--- src/rtl/mips_pipe_pkg.sv ---
// Shared fetch/decode pipeline types and constants.
package mips_pipe_pkg;

  localparam int DATA_W = 32;
  localparam logic [DATA_W-1:0] NOP_WORD = 32'h0000_0000;

  typedef struct packed {
    logic [31:0] instruction;
    logic [31:0] next_instruct;
  } if_id_entry_t;

endpackage

--- src/rtl/if_id_storage.sv ---
// Register array for IF/ID entries: synchronous write, combinational read.
module if_id_storage #(
  parameter int WIDTH = 64,
  parameter int DEPTH = 2,
  parameter int IDX_W = $clog2(DEPTH)
) (
  input  logic             clk,
  input  logic             we,
  input  logic [IDX_W-1:0] wr_idx,
  input  logic [WIDTH-1:0] wr_data,
  input  logic [IDX_W-1:0] rd_idx,
  output logic [WIDTH-1:0] rd_data
);

  // Contents need no reset: occupancy gates every read.
  logic [WIDTH-1:0] mem [DEPTH];

  always_ff @(posedge clk) begin
    if (we) mem[wr_idx] <= wr_data;
  end

  assign rd_data = mem[rd_idx];

endmodule

--- src/rtl/if_id_stage_buffer.sv ---
// Elastic IF->ID buffer: DEPTH-entry FIFO with valid/ready, flush-on-branch
// and a saturating count of discarded entries.
module if_id_stage_buffer #(
  parameter int                DATA_W   = mips_pipe_pkg::DATA_W,
  parameter int                DEPTH    = 2,
  parameter logic [DATA_W-1:0] NOP_WORD = mips_pipe_pkg::NOP_WORD,
  parameter int                CNT_W    = 8
) (
  input  logic                       Clk,
  input  logic                       Reset,
  input  logic [DATA_W-1:0]          InInstruction,
  input  logic [DATA_W-1:0]          InNextInstruct,
  input  logic                       InValid,
  output logic                       InReady,
  input  logic                       Flush,
  output logic [DATA_W-1:0]          OutInstruction,
  output logic [DATA_W-1:0]          OutNextInstruct,
  output logic                       OutValid,
  input  logic                       OutReady,
  output logic [$clog2(DEPTH):0]     Occupancy,
  output logic [CNT_W-1:0]           FlushedCount
);

  localparam int PTR_W = $clog2(DEPTH);
  localparam int OCC_W = PTR_W + 1;
  localparam int SUM_W = CNT_W + OCC_W + 1;
  localparam logic [SUM_W-1:0] CNT_MAX = SUM_W'({CNT_W{1'b1}});

  logic [PTR_W-1:0]    wr_ptr;
  logic [PTR_W-1:0]    rd_ptr;
  logic [2*DATA_W-1:0] head;
  logic                push;
  logic                pop;
  logic [SUM_W-1:0]    flush_sum;

  // Ready depends only on registered occupancy, never on OutReady.
  assign InReady  = (Occupancy < OCC_W'(DEPTH));
  assign OutValid = (Occupancy != '0);
  assign push     = InValid & InReady & ~Flush;
  assign pop      = OutValid & OutReady & ~Flush;

  assign OutInstruction  = OutValid ? head[2*DATA_W-1:DATA_W] : NOP_WORD;
  assign OutNextInstruct = OutValid ? head[DATA_W-1:0] : '0;

  // The discarded offer counts too, even though it was never stored.
  assign flush_sum = SUM_W'(FlushedCount) + SUM_W'(Occupancy) + SUM_W'(InValid);

  if_id_storage #(
    .WIDTH (2 * DATA_W),
    .DEPTH (DEPTH),
    .IDX_W (PTR_W)
  ) u_storage (
    .clk     (Clk),
    .we      (push),
    .wr_idx  (wr_ptr),
    .wr_data ({InInstruction, InNextInstruct}),
    .rd_idx  (rd_ptr),
    .rd_data (head)
  );

  always_ff @(posedge Clk or negedge Reset) begin
    if (!Reset) begin
      wr_ptr       <= '0;
      rd_ptr       <= '0;
      Occupancy    <= '0;
      FlushedCount <= '0;
    end else if (Flush) begin
      wr_ptr       <= '0;
      rd_ptr       <= '0;
      Occupancy    <= '0;
      FlushedCount <= (flush_sum > CNT_MAX) ? {CNT_W{1'b1}} : flush_sum[CNT_W-1:0];
    end else begin
      if (push) wr_ptr <= wr_ptr + PTR_W'(1);
      if (pop)  rd_ptr <= rd_ptr + PTR_W'(1);
      case ({push, pop})
        2'b10:   Occupancy <= Occupancy + OCC_W'(1);
        2'b01:   Occupancy <= Occupancy - OCC_W'(1);
        default: Occupancy <= Occupancy;
      endcase
    end
  end

endmodule

--- config.mk ---
export PLATFORM = sky130hd
export DESIGN_NAME = if_id_stage_buffer
export DESIGN_NICKNAME = d
export VERILOG_FILES = /design/src/rtl/mips_pipe_pkg.sv /design/src/rtl/if_id_storage.sv /design/src/rtl/if_id_stage_buffer.sv
export SDC_FILE = /design/constraint.sdc
export NUM_CORES = 1
export LEC_CHECK = 0
export ABC_AREA = 1
export CORE_UTILIZATION = 50
export CTS_BUF_LIST = sky130_fd_sc_hd__clkbuf_4
export DETAILED_ROUTE_END_ITERATION = 12
export PLACE_DENSITY = 0.82
export SETUP_SLACK_MARGIN = 0.05
export SYNTH_ARGS = -nofsm -noshare
export SYNTH_HDL_FRONTEND = slang
export SYNTH_SLANG_ARGS = --single-unit
--- constraint.sdc ---
create_clock -name Clk -period 5 [get_ports Clk]
set_input_delay 1 -clock Clk [delete_from_list [all_inputs] [get_ports Clk]]
set_output_delay 1 -clock Clk [all_outputs]
set_load 0.01 [all_outputs]
Word-level counts from Yosys, hierarchy flattened
Memories as Yosys holds them, arrays and structs flattened.
Index checks and enable logic that the tools add are counted.

operators by class
  add/subtract/negate cells = 6
  $mul = 0
  div/mod/pow operators = 0
  $lt $le $gt $ge = 2
  equality and inequality tests = 2
  shifts and indexed selects = 0
  muxes and demuxes = 11
  bitwise logic cells = 5
  reduce and logical (&&, ||, !) cells = 4

operators by type and width
  kind                                                 number
  two-way mux 32 bit                                   2
  adder 9 x 1 -> 10 bit                                1
  > comparator 10 x 8 -> 1 bit, second input constant  1
  adder 8 x 2 -> 9 bit                                 1
  two-way mux 8 bit                                    1
  two-way mux 1 bit                                    6
  nonzero test 2 bit                                   3
  bitwise AND 1 bit                                    4
  one-hot mux 2 bit (2 select lines)                   1
  nonzero test 3 bit                                   1
  adder 1 bit, second input constant                   2
  adder 2 x 1 -> 2 bit, second input constant          1
  equality test 2 x 1 -> 1 bit, second input constant  1
  equality test 2 bit, second input constant           1
  less-than comparator 2 bit, second input constant    1
  two-way mux 2 bit                                    1
  subtractor 2 x 1 -> 2 bit, second input constant     1
  NOT 1 bit                                            1

word-level totals
  register bits after elaboration = 12
  latch bits = 0
  bits in writable memories = 128
  ROM bits = 0
  bits of input ports = 69
  output and inout bits = 76
  logic and storage cells = 35
  memories kept = 1

memory list
  memory         depth  bits a word  rd ports  clocked after Yosys merged registers in  write ports  RTL line             source
  u_storage.mem  2      64           1         0                                        1            if_id_storage.sv:16  logic [WIDTH-1:0] mem [DEPTH];

Longest topological paths before layout
Gate-level depths: netlist of run 1.

  word-level depth = 6
  mapped depth = 9
  gate-level depth less buffers = 9

Cells and area by module
Synthesis of run 1 repeated with hierarchy kept, for this count alone.

second synthesis, totals
  cell total of the unflattened synthesis = 561
  area total of the unflattened synthesis = 5984.5 um^2

by module, submodules not included
  module              instances  cells each  area an instance (um^2)  sequential area each (um^2)
  if_id_storage       1          338         4703.3                   3843.7
  if_id_stage_buffer  1          223         1281.2                   300.3

Least setup slack after synthesis of run 1
OpenSTA, ideal clock, no wires.

  path type = input to register
  start point = input Flush
  end point = memory u_storage.mem[0][0], enable pin
  setup time = 0.487 ns
  data arrival time = 3.923 ns
  data required time = 4.513 ns
  setup slack = 0.590 ns
  stages on the path = 3
  path buffers = 0
  cells stage by stage = inv_2 > nand3_1 > nor2_1

on the way
  longest elaborated chain between the ends = 4

RTL lines
  what                                     RTL line                  source
  from (decl)                              if_id_stage_buffer.sv:15  input logic Flush,
  NOT 1 bit                                if_id_stage_buffer.sv:39  assign push = InValid & InReady & ~Flush;
  bitwise AND 1 bit                        if_id_stage_buffer.sv:39
  two-way mux 1 bit                        if_id_storage.sv:19       if (we) mem[wr_idx] <= wr_data;
  two-way mux 1 bit (implied by the code)  if_id_storage.sv:19
  to (decl)                                if_id_storage.sv:16

Every way passes these cells.

Final worst setup path of run 1
  start point = register rd_ptr
  end point = output OutInstruction[12]

on the way
  longest elaborated chain between the ends = 2

RTL lines
  what                    RTL line                  source
  from (decl)             if_id_stage_buffer.sv:30  logic [PTR_W-1:0] rd_ptr;
  from (signal assigned)  if_id_stage_buffer.sv:74  if (pop) rd_ptr <= rd_ptr + PTR_W'(1);
  memory (2 x 64 bit)     n/a
  two-way mux 32 bit      if_id_stage_buffer.sv:42  assign OutInstruction = OutValid ? head[2*DATA_W-1:DATA_W] : NOP_WORD;
  to (decl)               if_id_stage_buffer.sv:16  output logic [DATA_W-1:0] OutInstruction,

Every way passes these cells.

==> impl_metrics.env, run 1 <==
export IMPL_status="finished, final reports clean"
export IMPL_yosys_area_share_xor_xnor_pct=0
export IMPL_synth_common_cells="nand2_1 (146), edfxtp_1 (128), a21oi_1 (66), buf_2 (17), inv_1 (16)"
export IMPL_synth_avg_cell_area_sq_um=12.6
export IMPL_dr_pass1_iters=5
export IMPL_clk_pin_slew_ns=0.11
export IMPL_grt_setup_unrepaired="false"
export IMPL_finalCriticalPeriod_ns=3.76
export IMPL_tns_ns=0
export IMPL_ys_warn_count=0
export IMPL_antenna_left=0
export IMPL_synth_area_top_cells="edfxtp_1 (70%), nand2_1 (10%), a21oi_1 (6.0%)"
export IMPL_vias=3835
export IMPL_synth_edf_count=128
export IMPL_synthesis_area_sq_mm=0.00548
export IMPL_critPathArrivalTime_ns=2.76
export IMPL_synthArstFlopShare_pct=8.57
export IMPL_vdd_ir_drop_max_mv=0.269
export IMPL_fmax_ghz=0.266
export IMPL_grt_pass1_wl_um=18500
export IMPL_worstHoldPathCells=2
export IMPL_placed_cells=699
export IMPL_drc=0
export IMPL_worst_pin_slew_ns=1.10
export IMPL_syn_inst=434
export IMPL_dp_hpwl_um=7860
export IMPL_grt_overflow_total=0
export IMPL_hold_worst_slack_ns=0.603
export IMPL_required_ns=4.00
export IMPL_fin_util_pct=71.1
export IMPL_via_per_inst=5.24
export IMPL_yosysSeqAreaShare_pct=75.7
export IMPL_muxShareOfSynthArea_pct=0
export IMPL_cts_setup_buffers=0
export IMPL_hold_path_class="reg -> reg"
export IMPL_rows=37
export IMPL_synth_simple_area_share_pct=13.5
export IMPL_period_share_pct=75.2
export IMPL_htree_levels=4
export IMPL_clock_sinks=140
export IMPL_wl_per_cell_um=16.6
export IMPL_wl_um=12100
export IMPL_synth_seq_cells=140
export IMPL_stdcell_count=732
export IMPL_finalClockSkew_ns=0.0153
export IMPL_grtUsageTotal_pct=21.8
export IMPL_cts_tree="built"
export IMPL_insertion_delay_ns=0.50
export IMPL_fp_dieW_um=107
export IMPL_crit_fanout=65
export IMPL_die_height_um=107
export IMPL_nets=654
export IMPL_drive_gt1_share_pct=8.24
export IMPL_r2r_slack_ns=2.73
export IMPL_synth_top_area_cell="edfxtp_1"
export IMPL_crit_type="reg -> out"
export IMPL_die_area_sq_mm=0.0114
export IMPL_cts_root_buf="clkbuf_4"
export IMPL_antenna_found_initial=1
export IMPL_core_area_sq_mm=0.0105
export IMPL_yosysTopAreaCellShare_pct=70.2
export IMPL_synth_fp_nets=506
export IMPL_slew_headroom_pct=26.8
export IMPL_synth_top_family_by_area="simple AND/OR/NAND/NOR gates"
export IMPL_worstRegToRegCells=4
export IMPL_drv_slew=0
export IMPL_start_util_pct=52.4
export IMPL_finalSetupViolCount=0
export IMPL_crit_path_end_kind="output port"
export IMPL_finalHoldViolations=0
export IMPL_synth_main_ff_cell="edfxtp_1"
export IMPL_synth_distinct_cells=22
export IMPL_max_clock_path_buffers=2
export IMPL_post_cts_resized=0
export IMPL_powerDensity_mw_per_mm2=503
export IMPL_synth_compound_area_share_pct=6.94
export IMPL_maxCapViolCount=0
export IMPL_synthAdderAreaFrac_pct=0.959
export IMPL_crit_path_start_kind="register"
export IMPL_grt_pass1_vias=3732
export IMPL_grt_max_degree=66
export IMPL_numPortBuffers=144
export IMPL_io_pins=145
export IMPL_gp_congestion=0.811
export IMPL_leakage_nw=2.70
export IMPL_cts_buffers=17
export IMPL_yosysMostFrequentCell="nand2_1"
export IMPL_syn2layout_area_growth_pct=35.8
export IMPL_ctsHoldBuffers=0
export IMPL_drt_iter0_drc=301
through the flow:
stage	setup slack (ns)	cell area, sq um	power, mW
floorplan	0.590	5480	2.15
global placement	1.76	7060	2.82
detailed placement	1.74	7060	2.86
CTS	1.18	7440	3.77
global route	1.02	7440	3.94
finish	1.24	7440	3.74
worst max-delay path, stage by stage (launching register included):
cell	delay, ns
dfrtp_2	0.42
inv_2	0.79
nand2_1	0.14
a21oi_1	0.29
clkdlybuf4s50_1	0.60
sequential cells by signal, indices dropped and copies added (netlist names):
register and count:
Occupancy 2, rd_ptr 1, u_storage.mem 128, wr_ptr 1, FlushedCount 8
placed cells by master, fill, tap and decap left out, drive strengths merged:
cell           synthesis  layout
a21oi                 66      66
buf                   17       6
bufinv                 0       6
clkbuf                 4      18
clkdlybuf4s50          0     144
clkinv                 0       5
clkinvlp               0       2
dfrtp                 12      12
diode                  0       1
edfxtp               128     128
fa                     2       2
ha                     1       1
inv                   17      18
nand2                147     147
nand3                 15      15
nand3b                 1       1
nand4                  2       2
nor2                  11      11
nor3                   3       3
o21ai                  7       7
o21bai                 1       1
power breakdown:
| group | total, mW | internal, mW | switching, mW |
|---|---|---|---|
| sequential | 1.49 | 1.42 | 0.0705 |
| combinational | 1.34 | 0.625 | 0.720 |
| clock | 0.908 | 0.506 | 0.402 |
| total | 3.74 | 2.55 | 1.19 |
cells by family after synthesis:
kind of cell / after synthesis
DFF: 140
and+or+nand+nor: 179
AOI/OAI and AO/OA: 74
adders and majority gates: 3
buffers and inverters: 38
final cells by class:
| class | count | area [sq um] |
|---|---|---|
| flip-flops and latches | 140 | 4150 |
| fillers | 738 | 3020 |
| repair buffers | 150 | 1490 |
| multi-input cells | 256 | 1190 |
| clock inverters | 14 | 243 |
| well taps | 136 | 170 |
| clock buffers | 18 | 135 |
| inverters | 17 | 63.8 |
| diodes | 1 | 2.50 |
path summary, 6_finish.rpt:
path,start,to
worst max-delay path,rd_ptr$_DFFE_PN0P_,OutInstruction[12]
min in group asynchronous,Reset,FlushedCount[6]$_DFFE_PN0P_
max in group asynchronous,Reset,rd_ptr$_DFFE_PN0P_
worst min register to register,FlushedCount[4]$_DFFE_PN0P_,FlushedCount[4]$_DFFE_PN0P_
worst min-delay path,FlushedCount[4]$_DFFE_PN0P_,FlushedCount[4]$_DFFE_PN0P_
worst max register to register,Occupancy[1]$_DFFE_PN0P_,u_storage.mem[1][17]$_DFFE_PP_
layer usage:
layer	global-route usage, %	share of wire [%]
met1	27.2	40
met2	37.0	52
met3	4.86	6.3
met4	9.00	1.4
met5	0	0
No activity file was read; power rests on OpenSTA's default activity.
==> run 2, diff against run 1 <==
==> constraint.sdc (replaced) <==
create_clock -name Clk -period 3.74 [get_ports Clk]
set_input_delay 0.748 -clock Clk [delete_from_list [all_inputs] [get_ports Clk]]
set_output_delay 0.748 -clock Clk [all_outputs]
set_load 0.01 [all_outputs]
==> impl_metrics.env, run 2 (same netlist as run 1, synthesis figures left out) <==
export IMPL_status="finished, final reports clean"
export IMPL_fp_dieW_um=107
export IMPL_crit_path_end_kind="output port"
export IMPL_tns_ns=0
export IMPL_grtUsageTotal_pct=21.0
export IMPL_fmax_ghz=0.314
export IMPL_hold_worst_slack_ns=0.599
export IMPL_required_ns=2.99
export IMPL_seq_power_share_pct=41.2
export IMPL_use_met1_pct=25.8
export IMPL_drc=0
export IMPL_largest_reg_flops=128
export IMPL_vdd_ir_drop_max_mv=0.351
export IMPL_preCtsSetupSlack_ns=1.00
export IMPL_start_util_pct=52.4
export IMPL_cp_endpoint="OutNextInstruct[23]"
export IMPL_maxCapViolCount=0
export IMPL_fin_ws_ns=0.559
export IMPL_final_cell_mix="nand2_1 (146), clkdlybuf4s50_1 (144), edfxtp_1 (128)"
export IMPL_worstRegToRegCells=8
export IMPL_clk_pin_slew_ns=0.12
export IMPL_r2r_end="FlushedCount[5]$_DFFE_PN0P_"
export IMPL_p_int_mw=3.29
export IMPL_die_area_sq_mm=0.0114
export IMPL_p_comb_share_pct=37.4
export IMPL_drive_gt1_share_pct=7.90
export IMPL_rows=37
export IMPL_finalPower_mw=4.83
export IMPL_grt_max_degree=66
export IMPL_cts_root_buf="clkbuf_4"
export IMPL_core_area_sq_mm=0.0105
export IMPL_wl_um=11500
export IMPL_die_height_um=107
export IMPL_crit_fanout=41
export IMPL_finalClockSkew_ns=0.0193
export IMPL_gr_max_usage_layer="met2"
export IMPL_cts_setup_buffers=0
export IMPL_htree_levels=4
export IMPL_crit_start="Occupancy[0]$_DFFE_PN0P_"
export IMPL_crit_path_start_kind="register"
export IMPL_slew_headroom_pct=55.1
export IMPL_antenna_left=0
export IMPL_cts_buffers=17
export IMPL_clock_sinks=140
export IMPL_grt_pass1_vias=3699
export IMPL_period_share_pct=85.1
export IMPL_drv_slew=0
export IMPL_leakage_nw=2.68
export IMPL_post_cts_resized=0
export IMPL_grt_pass1_wl_um=17900
export IMPL_multi_input_area_sq_mm=0.00119
export IMPL_met2_usage_pct=34.4
export IMPL_insertion_delay_ns=0.49
export IMPL_antenna_found_initial=1
export IMPL_r2r_slack_ns=1.83
export IMPL_hold_path_class="in -> async"
export IMPL_r2r_start="Occupancy[0]$_DFFE_PN0P_"
export IMPL_n_fill_cell=736
export IMPL_numPortBuffers=144
export IMPL_regMostFlops="u_storage.mem"
export IMPL_layout_commonest_cell="nand2_1"
export IMPL_via_per_inst=5.16
export IMPL_dr_pass1_iters=4
export IMPL_critPathArrivalTime_ns=2.43
export IMPL_io_pins=145
export IMPL_cts_tree="built"
export IMPL_vias=3778
export IMPL_grt_setup_unrepaired="false"
export IMPL_grt_util_met3_pct=5.41
export IMPL_worst_pin_slew_ns=0.673
export IMPL_grt_overflow_total=0
export IMPL_dp_hpwl_um=7650
export IMPL_crit_type="reg -> out"
export IMPL_max_clock_path_buffers=2
export IMPL_nets=655
export IMPL_largest_registers="u_storage.mem x128, FlushedCount x8, Occupancy x2"
export IMPL_wl_per_cell_um=15.8
export IMPL_switching_share_pct=32.0
export IMPL_ctsHoldBuffers=0
export IMPL_fin_util_pct=70.7
export IMPL_finalCriticalPeriod_ns=3.18
export IMPL_powerDensity_mw_per_mm2=653
export IMPL_finalHoldViolations=0
export IMPL_final_seq_area_sq_mm=0.00415
export IMPL_gp_congestion=0.851
export IMPL_finalSetupViolCount=0
export IMPL_power_switching_mw=1.55
export IMPL_drt_iter0_drc=291
export IMPL_syn2layout_area_growth_pct=35.1
export IMPL_p_clk_share_pct=21.4
[run 2: layer usage]
layer  vias to the layer above  wire, um
met5                         -         0
met4                         0       219
met3                        16       764
met2                       158      5960
met1                      1793      4600
li1                       1811         -
[run 2: through the flow]
step           area, sq um  std cells
3_5_place_dp          7090        700
3_3_place_gp          7090        700
6_report              7400        732
2_1_floorplan         5480        434
5_1_grt               7400        732
4_1_cts               7400        731
[run 2: final cells by class]
class                      count  area share (%)
clock inverter                13            2.35
inverter                      17           0.862
sequential                   140            56.0
clock buffer                  18            1.83
tap                          136            2.30
multi-input combinational    256            16.1
antenna                        1          0.0338
timing repair buffer         151            20.5
[run 2: how the worst min path moves through the flow]
stage	startpoint	to	slack, ns	cells past startpoint
2_1_floorplan	Reset	FlushedCount[0]$_DFFE_PN0P_	0.45	0
3_3_place_gp	FlushedCount[4]$_DFFE_PN0P_	FlushedCount[4]$_DFFE_PN0P_	0.56	2
3_5_place_dp	FlushedCount[5]$_DFFE_PN0P_	FlushedCount[5]$_DFFE_PN0P_	0.57	2
4_1_cts	Reset	FlushedCount[4]$_DFFE_PN0P_	0.57	1
5_1_grt	Reset	FlushedCount[4]$_DFFE_PN0P_	0.56	1
6_report	Reset	FlushedCount[4]$_DFFE_PN0P_	0.60	1
[run 2: critical path, cell delays in order (launching register included)]
cell and delay (ns):
dfrtp_1 0.48, nor2_4 0.55, buf_12 0.29, a21oi_1 0.07, clkdlybuf4s50_1 0.50
[run 2: power groups by stage]
| stage | sequential [mW] | clock (mW) | combinational, mW |
|---|---|---|---|
| 2_1_floorplan | 2.03 | 0 | 0.848 |
| 3_3_place_gp | 2.02 | 0 | 1.79 |
| 3_5_place_dp | 2.03 | 0 | 1.82 |
| 4_1_cts | 1.99 | 1.06 | 1.83 |
| 5_1_grt | 2.01 | 1.13 | 1.96 |
| 6_report | 1.99 | 1.03 | 1.81 |
==> run 3, diff against run 2 <==
--- a/config.mk
+++ b/config.mk
@@ -6,11 +6,13 @@
 export NUM_CORES = 1
 export LEC_CHECK = 0
 export ABC_AREA = 1
+export CAP_MARGIN = 20
 export CORE_UTILIZATION = 50
 export CTS_BUF_LIST = sky130_fd_sc_hd__clkbuf_4
 export DETAILED_ROUTE_END_ITERATION = 12
 export PLACE_DENSITY = 0.82
 export SETUP_SLACK_MARGIN = 0.05
+export SKIP_LAST_GASP = 1
 export SYNTH_ARGS = -nofsm -noshare
 export SYNTH_HDL_FRONTEND = slang
 export SYNTH_SLANG_ARGS = --single-unit
==> results of run 3 <==
Same layout as run 2: the final DEF is identical, and so are final timing and power.
